### src/rtl/fetch_queue_if.sv
// fetch_queue_if: fetch/decode handshake bundle for the fetch queue
interface fetch_queue_if #(
  parameter int PC_W    = 32,
  parameter int INSTR_W = 32,
  parameter int DEPTH   = 4,
  parameter int CNT_W   = $clog2(DEPTH + 1)
);
  logic               flush;
  logic               ihit;
  logic [PC_W-1:0]    npc_in;
  logic [INSTR_W-1:0] imemload_in;
  logic               dec_pause;
  logic               fq_ready;
  logic               out_valid;
  logic [PC_W-1:0]    npc_out;
  logic [INSTR_W-1:0] imemload_out;
  logic [CNT_W-1:0]   count;
  logic               full;
  logic               ovf;
  modport master (
    output flush, ihit, npc_in, imemload_in, dec_pause,
    input  fq_ready, out_valid, npc_out, imemload_out, count, full, ovf
  );
  modport slave (
    input  flush, ihit, npc_in, imemload_in, dec_pause,
    output fq_ready, out_valid, npc_out, imemload_out, count, full, ovf
  );
endinterface

### src/rtl/fetch_queue.sv
// fetch_queue: DEPTH-entry FIFO of {next-PC, instruction} between fetch and decode
module fetch_queue #(
  parameter int PC_W    = 32,
  parameter int INSTR_W = 32,
  parameter int DEPTH   = 4,
  parameter int CNT_W   = $clog2(DEPTH + 1)
) (
  input logic          CLK,
  input logic          RST,
  fetch_queue_if.slave fq
);
  localparam int PW = $clog2(DEPTH);
  logic [PC_W+INSTR_W-1:0] mem [DEPTH];
  logic [PW-1:0]           rd_ptr, wr_ptr;
  logic [CNT_W-1:0]        cnt;
  logic                    ovf_r, push, pop;
  assign fq.out_valid    = cnt != '0;
  assign fq.full         = cnt == CNT_W'(DEPTH);
  assign fq.fq_ready     = !fq.full || (fq.out_valid && !fq.dec_pause);
  assign fq.count        = cnt;
  assign fq.ovf          = ovf_r;
  assign pop             = fq.out_valid && !fq.dec_pause && !fq.flush;
  assign push            = fq.ihit && fq.fq_ready && !fq.flush;
  assign {fq.npc_out, fq.imemload_out} = fq.out_valid ? mem[rd_ptr] : '0;
  // storage write; contents need no reset since empty slots are masked on output
  always_ff @(posedge CLK)
    if (push && !RST) mem[wr_ptr] <= {fq.npc_in, fq.imemload_in};
  // pointers, occupancy and sticky overflow; reset and flush both empty the queue
  always_ff @(posedge CLK)
    if (RST || fq.flush) begin
      rd_ptr <= '0;
      wr_ptr <= '0;
      cnt    <= '0;
      ovf_r  <= 1'b0;
    end else begin
      if (push) wr_ptr <= wr_ptr + PW'(1);
      if (pop) rd_ptr <= rd_ptr + PW'(1);
      cnt <= cnt + CNT_W'(push) - CNT_W'(pop);
      if (fq.ihit && !fq.fq_ready) ovf_r <= 1'b1;
    end
endmodule

### src/flat_wrapper.sv
// flat-port wrapper written by rule: the top's interface ports become plain ports
module fetch_queue_flat 
#(
  parameter int PC_W    = 32,
  parameter int INSTR_W = 32,
  parameter int DEPTH   = 4,
  parameter int CNT_W   = $clog2(DEPTH + 1)
)
  (CLK, RST, fq_flush, fq_ihit, fq_npc_in, fq_imemload_in, fq_dec_pause, fq_fq_ready, fq_out_valid, fq_npc_out, fq_imemload_out, fq_count, fq_full, fq_ovf);
  fetch_queue_if #(.PC_W(PC_W), .INSTR_W(INSTR_W), .DEPTH(DEPTH), .CNT_W(CNT_W)) fq_i ();
  input logic CLK;
  input logic RST;
  input wire logic [$bits(fq_i.flush)-1:0] fq_flush;
  input wire logic [$bits(fq_i.ihit)-1:0] fq_ihit;
  input wire logic [$bits(fq_i.npc_in)-1:0] fq_npc_in;
  input wire logic [$bits(fq_i.imemload_in)-1:0] fq_imemload_in;
  input wire logic [$bits(fq_i.dec_pause)-1:0] fq_dec_pause;
  output wire logic [$bits(fq_i.fq_ready)-1:0] fq_fq_ready;
  output wire logic [$bits(fq_i.out_valid)-1:0] fq_out_valid;
  output wire logic [$bits(fq_i.npc_out)-1:0] fq_npc_out;
  output wire logic [$bits(fq_i.imemload_out)-1:0] fq_imemload_out;
  output wire logic [$bits(fq_i.count)-1:0] fq_count;
  output wire logic [$bits(fq_i.full)-1:0] fq_full;
  output wire logic [$bits(fq_i.ovf)-1:0] fq_ovf;
  assign fq_i.flush = fq_flush;
  assign fq_i.ihit = fq_ihit;
  assign fq_i.npc_in = fq_npc_in;
  assign fq_i.imemload_in = fq_imemload_in;
  assign fq_i.dec_pause = fq_dec_pause;
  assign fq_fq_ready = fq_i.fq_ready;
  assign fq_out_valid = fq_i.out_valid;
  assign fq_npc_out = fq_i.npc_out;
  assign fq_imemload_out = fq_i.imemload_out;
  assign fq_count = fq_i.count;
  assign fq_full = fq_i.full;
  assign fq_ovf = fq_i.ovf;
  fetch_queue #(.PC_W(PC_W), .INSTR_W(INSTR_W), .DEPTH(DEPTH), .CNT_W(CNT_W)) u_core (.CLK(CLK), .RST(RST), .fq(fq_i));
endmodule
### config.mk
export PLATFORM = sky130hd
export DESIGN_NAME = fetch_queue_flat
export DESIGN_NICKNAME = d
export VERILOG_FILES = /design/src/rtl/fetch_queue_if.sv /design/src/rtl/fetch_queue.sv /design/src/flat_wrapper.sv
export SDC_FILE = /design/constraint.sdc
export NUM_CORES = 1
export LEC_CHECK = 0
export ABC_AREA = 1
export CORE_MARGIN = 5
export CORE_UTILIZATION = 55
export DETAILED_ROUTE_END_ITERATION = 8
export GPL_ROUTABILITY_DRIVEN = 0
export HOLD_SLACK_MARGIN = 0.02
export PLACE_DENSITY = 0.86
export SLEW_MARGIN = 25
export SYNTH_ARGS = -nofsm -noshare
export SYNTH_HDL_FRONTEND = slang
export SYNTH_SLANG_ARGS = --single-unit
### constraint.sdc
create_clock -name CLK -period 6.26 [get_ports CLK]
set_input_delay 1.252 -clock CLK [delete_from_list [all_inputs] [get_ports CLK]]
set_output_delay 1.252 -clock CLK [all_outputs]
set_load 0.05 [all_outputs]
-- After elaboration in Yosys (flattened, before gate mapping)
Memories as Yosys holds them, arrays and structs flattened. A register that Yosys moved wholly into a read port is not among the register bits.
Index checks and enable logic that the tools add are counted.
- add/subtract/negate cells: 4
- reductions and logical operators: 14
- mux-type cells: 5
- magnitude comparators: 0
- bitwise logic cells: 0
- div/mod/pow operators: 0
- eq/ne operators: 1
- multipliers: 0
- shifts and indexed selects: 0
- operators by type and width (kind ; number):
    64-bit two-way mux ; 1
    1-bit logical AND ; 6
    1-bit zero test ; 5
    2-bit by 1-bit adder with 2-bit output, second input constant ; 2
    2-bit two-way mux ; 2
    3-bit by 1-bit adder with 3-bit output ; 1
    3-bit equality test, second input constant ; 1
    3-bit nonzero test ; 1
    3-bit by 1-bit subtractor with 3-bit output ; 1
    1-bit logical OR ; 2
    1-bit two-way mux ; 2
- logic and storage cells: 29
- memory bits (writable): 256
- register bits after elaboration: 8
- bits of input ports: 69
- latch bits: 0
- memories: 1
- ROM bits: 0
- memories (name ; words ; width ; rd ports ; clocked after Yosys merged registers in ; wr ports ; RTL line ; source):
    u_core.mem ; 4 ; 64 ; 1 ; 1 ; 1 ; fetch_queue.sv:13 ; logic [PC_W+INSTR_W-1:0] mem [DEPTH];

-- Longest topological paths before layout
Gate-level depths: netlist of the first run.
- word-level depth: 8
- mapped depth: 11

-- Worst setup path before layout of the first run
No wires, ideal clock.
- path type: input to register
- from: input port fq_dec_pause
- to: memory u_core.mem[0][0] (netlist bit), enable pin
- required time: 5774 ps
- library setup time: 486 ps
- slack: 1101 ps
- buffers on the path: 0
- data arrival time: 4673 ps
- stages on the path: 5
- path through: nand3_1 > nand2_1 > inv_1 > nand2_1 > nor2_1
- word-level cells in the longest chain between the ends: 8
- ends and longest elaborated chain (item ; RTL line ; source):
    from (decl) ; flat_wrapper.sv:17 ; input wire logic [$bits(fq_i.dec_pause)-1:0] fq_dec_pause;
    1-bit zero test ; fetch_queue.sv:19 ; assign fq.fq_ready = !fq.full || (fq.out_valid && !fq.dec_pause);
    1-bit logical AND ; fetch_queue.sv:19 ;
    1-bit logical OR ; fetch_queue.sv:19 ;
    1-bit logical AND (2 in series) ; fetch_queue.sv:23 ; assign push = fq.ihit && fq.fq_ready && !fq.flush;
    1-bit logical AND ; fetch_queue.sv:27 ; if (push && !RST) mem[wr_ptr] <= {fq.npc_in, fq.imemload_in};
    1-bit two-way mux ; fetch_queue.sv:27 ;
    1-bit two-way mux (not written as such) ; fetch_queue.sv:27 ;
    to (decl) ; fetch_queue.sv:13 ;
Every way passes these cells.

==> results of run 1 <==
metrics by stage:
| step | total power (W) | setup WS, ps | std cells | instance area, um2 | hold WS (ps) |
|---|---|---|---|---|---|
| 6_report | 0.00381 | 1530 | 1213 | 12800 | 453 |
| 4_1_cts | 0.00384 | 1560 | 1213 | 12800 | 461 |
| 3_3_place_gp | 0.00229 | 2180 | 1167 | 12000 | 440 |
| 5_1_grt | 0.00393 | 1330 | 1213 | 12800 | 495 |
| 2_1_floorplan | 0.00217 | 1100 | 831 | 10500 | 495 |
| 3_5_place_dp | 0.00230 | 2130 | 1168 | 12000 | 451 |
routing by layer:
layer | share of wire | vias to the layer above
met4 | 0.020 | 0
met5 | 0 | -
met1 | 0.39 | 3287
li1 | - | 3174
met3 | 0.079 | 36
met2 | 0.51 | 278
cell type report:
class / instances / area (um2)
timing repair buffer: 150 / 1490
clock inverter: 13 / 193
multi-input combinational: 494 / 2210
tap: 234 / 293
fill: 1215 / 5890
clock buffer: 32 / 652
inverter: 24 / 91.3
sequential: 266 / 7890
Yosys cell counts:
| cell type | count | share of area |
|---|---|---|
| sky130_fd_sc_hd__nor2_1 | 271 | 0.097 |
| sky130_fd_sc_hd__inv_2 | 3 | 0.0011 |
| sky130_fd_sc_hd__clkbuf_1 | 11 | 0.0039 |
| sky130_fd_sc_hd__nand2_1 | 13 | 0.0047 |
| sky130_fd_sc_hd__nand3_1 | 5 | 0.0024 |
| sky130_fd_sc_hd__dfxtp_1 | 10 | 0.019 |
| sky130_fd_sc_hd__buf_2 | 14 | 0.0067 |
| sky130_fd_sc_hd__and3_1 | 2 | 0.0012 |
| sky130_fd_sc_hd__fa_1 | 1 | 0.0019 |
| sky130_fd_sc_hd__buf_1 | 6 | 0.0022 |
| sky130_fd_sc_hd__o21ai_0 | 119 | 0.057 |
| sky130_fd_sc_hd__edfxtp_1 | 256 | 0.74 |
| sky130_fd_sc_hd__a21oi_1 | 66 | 0.032 |
| sky130_fd_sc_hd__buf_6 | 12 | 0.013 |
| sky130_fd_sc_hd__inv_1 | 21 | 0.0075 |
| sky130_fd_sc_hd__buf_4 | 4 | 0.0029 |
| sky130_fd_sc_hd__nand4_1 | 1 | 0.00060 |
| sky130_fd_sc_hd__o21ai_1 | 10 | 0.0048 |
| sky130_fd_sc_hd__ha_1 | 6 | 0.0072 |
kinds of logic (layout without fill, tap and decap cells):
logic type               after synthesis  after routing  synth area share
AO/OA/AOI/OAI                        195            195            0.0933
adder cells (fa/ha/maj)                7              7           0.00909
buffers and inverters                 71            219            0.0372
flip-flops                           266            266             0.754
AND/OR/NAND/NOR                      292            292             0.106
flip-flops by register name, summed over array words and instances (netlist names), named ones only:
signal,flops
u_core.fq.ovf,1
u_core.mem,256
u_core.wr_ptr,2
u_core.rd_ptr,2
u_core.fq.count,3
how the worst min path moves through the flow:
stage	slack, ps	end	from
2_1_floorplan	490	flop	u_core.rd_ptr[1]
3_3_place_gp	440	u_core.fq.ovf	u_core.fq.ovf
3_5_place_dp	450	u_core.fq.ovf	u_core.fq.ovf
4_1_cts	460	u_core.fq.ovf	u_core.fq.ovf
5_1_grt	490	u_core.fq.ovf	u_core.fq.ovf
6_report	450	u_core.fq.ovf	u_core.fq.ovf
worst max-delay path: stages, from the launching register on:
cell and delay [ps]:
sky130_fd_sc_hd__dfxtp_4 420, sky130_fd_sc_hd__clkinv_2 350, sky130_fd_sc_hd__buf_4 750, sky130_fd_sc_hd__o21ai_0 230
sky130_fd_sc_hd__a21oi_1 290, sky130_fd_sc_hd__clkdlybuf4s50_1 860
where the power goes:
| group | switching, W | total (W) | internal (W) |
|---|---|---|---|
| logic | 0.000185 | 0.000283 | 0.0000973 |
| clock network | 0.000608 | 0.00155 | 0.000941 |
| registers | 0.00000704 | 0.00198 | 0.00197 |
| total | 0.000800 | 0.00381 | 0.00301 |
==> run summary, run 1 <==
number of CTS-inserted buffers - 25
maximum number of pins on one net before global-route repair - 93
arrival time at the worst endpoint - 3480 ps
final design utilization - 0.685
transition time at the pin with the least slew margin - 982 ps
period utilization - 0.756
post-synthesis sequential element count - 266
Worst Setup End Kind - output pin
final layout net count - 1,037
worst r2r src - u_core.fq.count[1]
height of the die - 148 um
met2 usage - 0.352
CTS Hold Bufs - 0
busiest metal layer after global routing - met2
H-tree lvl count - 1
final worst clock skew - 12.4 ps
count of input and output buffers - 139
final hold viol count - 0
clock input transition at the sequential cells of the worst setup and hold paths - 60 ps
CP required - 5010 ps
Crit Path Max Fanout - 92
type of the worst setup path - flop to output pin
destination of the critical timing path - fq_npc_out[19]
diode count - 0
post-synthesis net count - 907
status - completed
CTS Buffer Depth - 3
detailed-routing iteration count for the pre-antenna-repair pass - 5
commonest non-fill, non-tap cell in the layout - sky130_fd_sc_hd__nor2_1
number of antenna violations at the first check in global routing - 0
leading cell types in the layout, fill and taps excluded - 267 x sky130_fd_sc_hd__nor2_1, 256 x sky130_fd_sc_hd__edfxtp_1, 139 x sky130_fd_sc_hd__clkdlybuf4s50_1
startpoint types - flop
grt met1 use - 0.251
Final Routed Wirelength - 22,100 um
number of core rows - 50
initial core utilization - 0.559
reg-to-reg endpoint - u_core.mem[1][56]
overall die width - 148 um
total number of vias - 6,775
boundary pin count - 140
R2R cell count - 7
CTS tree - built
Total Negative Setup Slacks - 0 ps
Setup Buffers After CTS - 0
clock net sink count - 266
Die Area - 0.0219 mm2
detailed placer's ending HPWL - 12,400 um
final number of setup-violating endpoints - 0
setup repair after global routing missed its margin - no
maximum clock frequency - 0.211 GHz
global-route wire length before repair - 34,400 um
Max rail drop VDD - 0.248 mV
number of different library cells in the post-synthesis netlist - 19
global-route total usage across every layer - 0.197
Gate Count Post-Synth - 831
mean instance size in the synthesized netlist - 12.6 um2
Leakage Power - 4.34 nW
cell area after technology mapping - 0.0105 mm2
remaining number of nets flagged by the antenna check after routing - 0
area of the core - 0.0187 mm2
max_cap viols - 0
post-synthesis to final-layout area growth - 22.6%
class of the tightest hold or removal check - flop to flop
detailed-route DRC error count - 0
WL per Instance - 18.2 um
met3 capacity usage during global routing - 0.0349
worst hold path depth - 2
count of cells resized by post-cts repair - 0
Relative slew margins - 0.345
final critical-path required period - 4730 ps
Syn. warnings - 0
ratio of total power to cell area - 297 mW/mm2
clock latency reported for the late side of the worst-skew pair - 510 ps
slack of the worst reg-to-reg path - 3840 ps
post-synthesis sequential area ratio - 0.754
clock root buffer - sky130_fd_sc_hd__clkbuf_16
via count of the first global-routing pass - 6,842
grt ovf - 0
max-slew violation count - 0
initial detailed-routing violation count - 476
share of cells above drive strength 1 - 0.0572
per-cell via count in the routed design - 5.59
Note: power is estimated with default switching activity, not from simulation.
==> run 2, diff against run 1 <==
==> constraint.sdc (replaced) <==
create_clock -name CLK -period 4.75 [get_ports CLK]
set_input_delay 0.95 -clock CLK [delete_from_list [all_inputs] [get_ports CLK]]
set_output_delay 0.95 -clock CLK [all_outputs]
set_load 0.05 [all_outputs]
==> run 2 against run 1 <==
Effect of this change:
- die area did not move
- final area rose by 0.16%
- core utilization up 0.11 points
- first-iteration DRC count grew 12%
- register-to-register slack got worse by 1500 ps
- count of clock-buffer cells in the layout is 2 higher
- non-clock buffer count is 5 higher
- via count increased by 0.13%
- wire length up 0.68%
- clock skew is 3.9 ps higher
- sequential share of layout area down 0.096 points
- combinational power is 33% higher
- highest routed layer unchanged
==> run summary, run 2 (synthesis gave the netlist of run 1 again) <==
status - completed
maximum clock frequency - 0.231 GHz
final design utilization - 0.686 (+0.00107)
WL per Instance - 18.3 um (+0.10%)
final critical-path required period - 4320 ps
combined area of the multi-input logic cells - 0.00221 mm2 (unchanged)
clock latency reported for the late side of the worst-skew pair - 520 ps (about the same)
crit-path max cell delay - 830 ps (-30 ps)
maximum number of pins on one net before global-route repair - 129 (+39%)
switching power - 0.00106 W (+33%)
Leakage Power - 4.35 nW (+0.28%)
Largest delay share family, worst path - buffers and inverters
detailed-route DRC error count - 0 (unchanged)
register with the most flip-flops - u_core.mem
Die Area - 0.0219 mm2 (unchanged)
Max rail drop VDD - 0.257 mV (+3.8%)
Final Routed Wirelength - 22,300 um (+0.68%)
Total Negative Setup Slacks - 0 ps (unchanged)
worst hold path depth - 2 (unchanged)
CTS Buffer Depth - 3 (unchanged)
crit path buf inv count - 3 (unchanged)
via count of the first global-routing pass - 6,847 (+0.073%)
area of the core - 0.0187 mm2 (unchanged)
boundary pin count - 140 (unchanged)
number of CTS-inserted buffers - 27 (+8.0%)
Worst Setup End Kind - output pin
ratio of total power to cell area - 381 mW/mm2 (+28%)
max-slew violation count - 0 (unchanged)
detailed placer's ending HPWL - 13,200 um (+6.9%)
sequential share of power - 0.534 (+0.015)
final worst clock skew - 16.3 ps (+3.87 ps)
H-tree lvl count - 1 (unchanged)
Relative slew margins - 0.433 (+0.0877)
initial core utilization - 0.559 (unchanged)
setup repair after global routing missed its margin - no
leading cell types in the layout, fill and taps excluded - 267 x sky130_fd_sc_hd__nor2_1, 256 x sky130_fd_sc_hd__edfxtp_1, 139 x sky130_fd_sc_hd__clkdlybuf4s50_1
hold path startpoint - u_core.fq.ovf
flip-flop count of the largest register, all copies and words added - 256 (unchanged)
final layout net count - 1,044 (+0.68%)
share of cells above drive strength 1 - 0.0578 (+0.000608)
cell count after placement - 1,173 (+0.43%)
detailed-routing iteration count for the pre-antenna-repair pass - 5 (unchanged)
fill cell count - 1,237 (+1.8%)
Worst Slack Setup Final - 430 ps (-1100 ps)
global-route total usage across every layer - 0.198 (+0.00109)
worst hold path endpoint - u_core.fq.ovf
number of antenna violations at the first check in global routing - 0 (unchanged)
global-route wire length before repair - 34,700 um (+0.74%)
initial detailed-routing violation count - 533 (+12%)
number of core rows - 50 (unchanged)
worst r2r src - u_core.fq.count[1]
commonest non-fill, non-tap cell in the layout - sky130_fd_sc_hd__nor2_1
period utilization - 0.910
clock network fraction of total power - 0.389 (-0.017)
critical-path cell list - nor2_1 > nand2_1 > clkinv_2 > buf_4 > a21oi_1 > clkdlybuf4s50_1
max_cap viols - 0 (unchanged)
slack of the worst reg-to-reg path - 2350 ps (-1490 ps)
area taken by flip-flops and latches - 0.00789 mm2 (unchanged)
switching share of power - 0.218 (+0.00778)
CP required - 3800 ps (-1210 ps)
grt ovf - 0 (unchanged)
Slowest cell on crit path - sky130_fd_sc_hd__clkdlybuf4s50_1
final number of setup-violating endpoints - 0 (unchanged)
arrival time at the worst endpoint - 3370 ps (-110 ps)
final hold viol count - 0 (unchanged)
Gate power share - 0.077 (+0.003)
type of the worst setup path - flop to output pin
height of the die - 148 um (unchanged)
clock root buffer - sky130_fd_sc_hd__clkbuf_16
total number of vias - 6,784 (+0.13%)
CTS tree - built
per-cell via count in the routed design - 5.56 (-0.44%)
number of cells on the critical path - 6 (+1)
R2R cell count - 7 (unchanged)
remaining number of nets flagged by the antenna check after routing - 0 (unchanged)
internal power contribution - 0.00382 W (+27%)
transition time at the pin with the least slew margin - 850 ps (-133 ps)
post-synthesis to final-layout area growth - 22.8%
reg-to-reg endpoint - u_core.mem[1][16]
count of cells resized by post-cts repair - 0 (unchanged)
startpoint types - flop
diode count - 0 (unchanged)
Crit Path Max Fanout - 50 (-46%)
count of input and output buffers - 139 (unchanged)
CTS Hold Bufs - 0 (unchanged)
non-filler cells, final - 1,220 (+0.58%)
Setup Buffers After CTS - 0 (unchanged)
clock net sink count - 266 (unchanged)
worst setup slack after placement - 1190 ps (-943 ps)
clock input transition at the sequential cells of the worst setup and hold paths - 60 ps (about the same)
class of the tightest hold or removal check - flop to flop
overall die width - 148 um (unchanged)
==> run 2: changes by cell type in the layout (fill, tap and decap cells not counted) <==
cell and delta:
sky130_fd_sc_hd__clkbuf_16 +2, sky130_fd_sc_hd__clkinvlp_4 -2, sky130_fd_sc_hd__inv_8 +1, sky130_fd_sc_hd__inv_2 -1, sky130_fd_sc_hd__bufinv_16 -4, sky130_fd_sc_hd__buf_12 +3
sky130_fd_sc_hd__clkinv_1 +6, sky130_fd_sc_hd__buf_4 +2
==> run 2: metal layers <==
| metal | global-route usage | routed length (um) | part of all wire |
|---|---|---|---|
| met2 | 0.358 | 11600 | 0.52 |
| met1 | 0.250 | 8690 | 0.39 |
| met3 | 0.0356 | 1640 | 0.074 |
| met4 | 0.0471 | 315 | 0.014 |
| met5 | 0 | 0 | 0 |
==> run 2: area by class of cell <==
class / count / area share
inverters: 24 / 0.00721
repair buffers: 155 / 0.122
clock inverters: 13 / 0.00672
multi-input cells: 494 / 0.172
flip-flops and latches: 266 / 0.615
well taps: 234 / 0.0228
clock buffers: 34 / 0.0547
==> run 2: metrics by stage <==
step / hold WS, ps / area, um2 / total power, W
finish: 454 / 12800 / 0.00489
detailed placement: 454 / 12000 / 0.00303
CTS: 462 / 12800 / 0.00492
global placement: 439 / 12000 / 0.00302
global route: 519 / 12800 / 0.00504
floorplan: 495 / 10500 / 0.00286
==> run 2: tightest hold or removal path: cells and delay by family, from the launching register on <==
kind,cells,cell delay [ps]
buffers and inverters,1,50
flip-flops,1,310
AO/OA/AOI/OAI,1,50
==> run 2: power groups by stage <==
stage                     combinational [W]  sequential, W  clock, W
after floorplan                    0.000200        0.00266         0
after global routing               0.000400        0.00261   0.00204
after detailed placement           0.000375        0.00266         0
after CTS                          0.000377        0.00261   0.00193
final                              0.000375        0.00261   0.00190
after global placement             0.000366        0.00266         0
==> run 2: worst max path at each step <==
stage,end,slack (ps),from
global route,fq_imemload_out[20],200,u_core.fq.count[1]
floorplan,u_core.mem[0][0],-110,fq_dec_pause
CTS,fq_imemload_out[10],640,u_core.fq.count[1]
global placement,fq_imemload_out[10],1270,u_core.fq.count[1]
finish,fq_imemload_out[10],430,u_core.fq.count[1]
detailed placement,fq_imemload_out[10],1190,u_core.fq.count[1]
